File: config.mk
export PLATFORM = sky130hd
export DESIGN_NAME = lut_neuron_stream
export DESIGN_NICKNAME = d
export VERILOG_FILES = /design/src/rtl/lut_neuron_pkg.sv /design/src/rtl/lut_neuron_stream_ram.sv /design/src/rtl/lut_neuron_stream.sv
export SDC_FILE = /design/constraint.sdc
export NUM_CORES = 1
export LEC_CHECK = 0
export CAP_MARGIN = 20
export CORE_AREA = 4 4 155 82
export DETAILED_ROUTE_END_ITERATION = 12
export DIE_AREA = 0 0 159 86
export MAX_ROUTING_LAYER = met4
export PLACE_DENSITY = 0.71
export SYNTH_ARGS = -nofsm -noshare
export SYNTH_HDL_FRONTEND = slang
export SYNTH_SLANG_ARGS = --single-unit
File: constraint.sdc
create_clock -name clk -period 2.3 [get_ports clk]
set_input_delay 0.69 -clock clk [delete_from_list [all_inputs] [get_ports clk]]
set_output_delay 0.69 -clock clk [all_outputs]
set_load 0.03 [all_outputs]
File: src/rtl/lut_neuron_pkg.sv
// ---------------------------------------------------------------------------
// lut_neuron_pkg
// Shared definitions for the runtime-programmable LUT neuron:
//   - stateT     : controller state (EMPTY, LOAD, RUN)
//   - calcDepth  : number of table entries for a given address width
// ---------------------------------------------------------------------------
package lut_neuron_pkg;

  // EMPTY: no usable table. LOAD: table being written. RUN: serving lookups.
  typedef enum logic [1:0] {
    EMPTY = 2'd0,
    LOAD  = 2'd1,
    RUN   = 2'd2
  } stateT;

  // One entry per possible address, so the table covers every input pattern.
  function automatic int calcDepth(input int inBits);
    return 1 << inBits;
  endfunction

endpackage

File: src/rtl/lut_neuron_stream_ram.sv
// ---------------------------------------------------------------------------
// lut_table_ram
// DEPTH x OUT_BITS table storage with one synchronous write port and one
// asynchronous read port, intended to map onto distributed (LUT) RAM.
// Contents are not reset.
// Ports:
//   clk       : write clock, rising edge
//   i_wrEn    : write enable
//   i_wrAddr  : write address
//   i_wrData  : write data
//   i_rdAddr  : read address
//   o_rdData  : read data (combinational from i_rdAddr)
// ---------------------------------------------------------------------------
module lut_table_ram
  import lut_neuron_pkg::*;
#(
  parameter int IN_BITS  = 6,
  parameter int OUT_BITS = 2
) (
  input  logic                clk,
  input  logic                i_wrEn,
  input  logic [IN_BITS-1:0]  i_wrAddr,
  input  logic [OUT_BITS-1:0] i_wrData,
  input  logic [IN_BITS-1:0]  i_rdAddr,
  output logic [OUT_BITS-1:0] o_rdData
);

  localparam int DEPTH = calcDepth(IN_BITS);

  (* ram_style = "distributed" *) logic [OUT_BITS-1:0] r_mem [DEPTH];

  // Write port: no reset so the array stays a plain RAM primitive.
  always_ff @(posedge clk) begin
    if (i_wrEn) begin
      r_mem[i_wrAddr] <= i_wrData;
    end
  end

  // Read port is asynchronous; the caller registers the result.
  assign o_rdData = r_mem[i_rdAddr];

endmodule

File: src/rtl/lut_neuron_stream.sv
// ---------------------------------------------------------------------------
// lut_neuron_stream
// One neuron's truth table held in runtime-loadable RAM, served over a
// valid/ready stream with one cycle of latency and full backpressure.
// Ports:
//   clk, rst   : clock (rising edge) and asynchronous active-high reset
//   cfg_start  : pulse, begin (or restart) a full table load at address 0
//   cfg_valid  : cfg_data present; consumed only while loading
//   cfg_data   : table entry for the current load address
//   cfg_ready  : high while loading
//   in_valid   : lookup request present
//   in_data    : lookup address (concatenated quantised inputs)
//   in_ready   : lookup accepted when in_valid is also high
//   out_valid  : out_data holds a result
//   out_data   : table entry for the accepted address
//   out_ready  : downstream takes out_data
//   loaded     : table fully written since the last load start
//   cfg_err    : sticky, cfg_valid arrived outside a load
// ---------------------------------------------------------------------------
module lut_neuron_stream
  import lut_neuron_pkg::*;
#(
  parameter int IN_BITS  = 6,
  parameter int OUT_BITS = 2
) (
  input  logic                clk,
  input  logic                rst,
  input  logic                cfg_start,
  input  logic                cfg_valid,
  input  logic [OUT_BITS-1:0] cfg_data,
  output logic                cfg_ready,
  input  logic                in_valid,
  input  logic [IN_BITS-1:0]  in_data,
  output logic                in_ready,
  output logic                out_valid,
  output logic [OUT_BITS-1:0] out_data,
  input  logic                out_ready,
  output logic                loaded,
  output logic                cfg_err
);

  localparam int DEPTH = calcDepth(IN_BITS);
  localparam logic [IN_BITS-1:0] LAST_ADDR = IN_BITS'(DEPTH - 1);

  stateT               r_state;
  logic [IN_BITS-1:0]  r_addr;
  logic                r_outValid;
  logic [OUT_BITS-1:0] r_outData;
  logic                r_loaded;
  logic                r_cfgErr;

  logic                w_wrEn;
  logic                w_accept;
  logic [OUT_BITS-1:0] w_rdData;

  // A restart in the same cycle discards any config word.
  assign w_wrEn = (r_state == LOAD) && cfg_valid && !cfg_start;

  // cfg_start has priority over lookups, and a held result blocks new ones.
  assign in_ready = (r_state == RUN) && !cfg_start && (!r_outValid || out_ready);
  assign w_accept = in_valid && in_ready;

  lut_table_ram #(
    .IN_BITS  (IN_BITS),
    .OUT_BITS (OUT_BITS)
  ) u_ram (
    .clk      (clk),
    .i_wrEn   (w_wrEn),
    .i_wrAddr (r_addr),
    .i_wrData (cfg_data),
    .i_rdAddr (in_data),
    .o_rdData (w_rdData)
  );

  // Controller: walks the load address and enters RUN after the last entry.
  always_ff @(posedge clk or posedge rst) begin
    if (rst) begin
      r_state  <= EMPTY;
      r_addr   <= '0;
      r_loaded <= 1'b0;
    end else begin
      case (r_state)
        EMPTY: begin
          if (cfg_start) begin
            r_state <= LOAD;
            r_addr  <= '0;
          end
        end
        LOAD: begin
          if (cfg_start) begin
            r_addr <= '0;
          end else if (cfg_valid) begin
            // Address wraps to 0 naturally after the last entry.
            r_addr <= r_addr + 1'b1;
            if (r_addr == LAST_ADDR) begin
              r_state  <= RUN;
              r_loaded <= 1'b1;
            end
          end
        end
        RUN: begin
          if (cfg_start) begin
            r_state  <= LOAD;
            r_addr   <= '0;
            r_loaded <= 1'b0;
          end
        end
        default: begin
          r_state <= EMPTY;
        end
      endcase
    end
  end

  // Output register: loads on accept, clears on a bare handshake, else holds.
  always_ff @(posedge clk or posedge rst) begin
    if (rst) begin
      r_outValid <= 1'b0;
      r_outData  <= '0;
    end else if (w_accept) begin
      r_outValid <= 1'b1;
      r_outData  <= w_rdData;
    end else if (out_ready) begin
      r_outValid <= 1'b0;
    end
  end

  // Config words outside a load are dropped and flagged until reset.
  always_ff @(posedge clk or posedge rst) begin
    if (rst) begin
      r_cfgErr <= 1'b0;
    end else if (cfg_valid && (r_state != LOAD)) begin
      r_cfgErr <= 1'b1;
    end
  end

  assign cfg_ready = (r_state == LOAD);
  assign out_valid = r_outValid;
  assign out_data  = r_outData;
  assign loaded    = r_loaded;
  assign cfg_err   = r_cfgErr;

endmodule

==> out/results.txt <==
Die Y-Extent - 86 um
io pins - 21
min Tclk post-route - 2260 ps
status - completed
die area - 13,700 um2
Power, Total - 0.00599 W
Crit Path Class - in -> reg
area added between synthesis and finish - 21.6%
grt ovf - 0
Ys Warns - 0
Worst VDD drop - 491 uV
Via density - 6.07
Synth top area share - 63.8%
Skew-Pair Late Insertion Delay - 420 ps
largest net degree at the start of global routing - 65
Leak - 2.52 nW
GP Congestion - 0.889
slew margin rel. - 60.1%
drt first pass iters - 4
Worst-path clk slew - 60 ps
Routed WL per cell - 22.9 um
most frequent cells in the layout - 128 x edfxtp_1, 70 x nor2_1, 36 x buf_4
Setup Viol. Count Final - 0
vias in the first global route - 3,642
initial drt markers - 442
hold_buf cts - 0
commonest non-fill, non-tap cell in the layout - edfxtp_1
startpoint types - input port
TritonCTS buffer count - 17
Hold Path Class - reg -> reg
Max Cap Violations - 0
Post-synth top flop - edfxtp_1
Initial Utilization - 52.6%
ANT nets after route - 0
clock root buffer - clkbuf_16
number of enable flip-flop cells after synthesis - 128
Worst Setup End Kind - register
final hold slack - 544 ps
Post-Route Skew - 7.65 ps
DR vias - 3,796
total track usage - 22.5%
worst-path fanout max - 9
CTS H-tree depth - 4
Synth area leaders - edfxtp_1 64%, mux4_2 7.5%, dfrtp_1 5.4%
post-synthesis net count - 421
CTS tree - done
Clock Sinks - 141
Die X - 159 um
PwrDens - 817 nW/um2
HPWL after DPL - 9.48 mm
Clock Tree Buf Depth - 2
Inserted Diodes - 0
site row count - 28
Syn Inst Count - 406
DRC - 0
WP data required - 2590 ps
Cell Area, Synth - 6030 um2
first-pass GRT wire length - 21.9 mm
Final Max Tran Viols - 0
final wirelength - 14.3 mm
Synth Register Bits - 141
register area share after synthesis - 69.2%
Critical Path AT - 2550 ps
Worst Max-Slew Pin Slew - 597 ps
part of the cycle the worst path needs - 98.3%
Avg Inst Size Synth - 14.8 um2
Placeable Area - 11,500 um2
nets@finish - 479
initial antenna violation count - 0
share of synthesized flip-flops with an asynchronous set or reset - 9.22%
proportion of layout cells with a drive suffix above 1 - 22.3%
Synth area leader - edfxtp_1
Final Hold Fails - 0
Synth cell types - 40
Final Util - 64.0%
Port Buffers - 20
highest clock rate - 0.442 GHz
==> routing by layer <==
| metal | GRT usage [%] | vias to the layer above | share of wire, % | wire length, um |
|---|---|---|---|---|
| met3 | 8.31 | 8 | 12 | 1750 |
| met4 | 5.12 | 0 | 0.50 | 72 |
| li1 | - | 1673 | - | - |
| met2 | 28.6 | 207 | 41 | 5880 |
| met5 | - | - | 0 | 0 |
| met1 | 33.9 | 1908 | 46 | 6590 |
==> synthesized netlist by cell type, drive strengths merged (2+ instances only) <==
cell type	instances
edfxtp	128
nor2	70
nand2	28
mux2i	26
mux4	20
nand3	17
dfrtp	13
buf	12
clkbuf	10
nor2b	10
a21oi	5
a32o	5
nand2b	5
a211oi	4
a22o	4
a22oi	4
and3	4
inv	4
mux2	4
nand3b	3
nand4	3
o21ai	3
a2111oi	2
a221o	2
and4	2
nor3	2
nor4	2
o211ai	2
o22ai	2
or3b	2
==> stage by stage <==
step	TNS, ps	instances	setup WS, ps	cell area (um2)
2_1_floorplan	0	406	25.8	6030
3_3_place_gp	-7250	593	-587	6660
3_5_place_dp	-8940	593	-642	6660
4_1_cts	0	625	20.7	7310
5_1_grt	-3.97	625	-3.97	7330
6_report	0	625	39.3	7330
==> logic make-up (layout without fill, tap and decap cells) <==
group	after synthesis	count (layout)	share of synthesized area, %
muxes	50	50	12.5
adders and majority gates	1	1	0.208
AOI/OAI and AO/OA	37	37	4.67
and+or+nand+nor	151	151	11.5
DFF	141	141	69.2
buffers and inverters	26	95	1.97
==> worst paths after layout <==
check / cells after the start / slack, ps / start / end
max in group asynchronous: 2 / 1250 / rst / cfg_err
hold / removal: 1 / 540 / cfg_err / cfg_err
setup / recovery: 7 / 40 / in_data[0] / out_data[1]
setup reg to reg: 6 / 230 / u_ram.r_mem[28][1] / out_data[1]
min in group asynchronous: 2 / 660 / rst / out_valid
hold reg to reg: 1 / 540 / cfg_err / cfg_err
==> area by class of cell <==
class,count,area [um2]
fill,783,4130
tap,150,188
clock inverter,12,170
sequential,141,4170
clock buffer,18,429
timing repair buffer,61,588
inverter,4,15.0
multi-input combinational,239,1770
==> what timing repair did <==
item,in CTS,in global routing
setup endpoints to repair,3,3
cloned,1,0
setup buffers,1,0
pin swaps,0,2
gates resized for setup,8,7
==> worst max-delay path: stages <==
cell	delay, ps
clkdlybuf4s15_2	270
buf_12	170
mux4_2	490
mux2_2	270
o211ai_1	170
nand3_1	130
a221o_1	360
==> state kept, by name, summed over array words and instances, names as in the netlist <==
signal	flops
u_ram.r_mem	128
r_addr	6
out_data	2
r_state	2
cfg_err	1
loaded	1
out_valid	1
==> power breakdown <==
| group | leakage [nW] | switching [W] | internal (W) |
|---|---|---|---|
| Combinational | 0.915 | 0.000179 | 0.000151 |
| Clock | 0.289 | 0.00104 | 0.00180 |
| Sequential | 1.32 | 0.0000127 | 0.00281 |
Power figures use the tool's default switching activity.
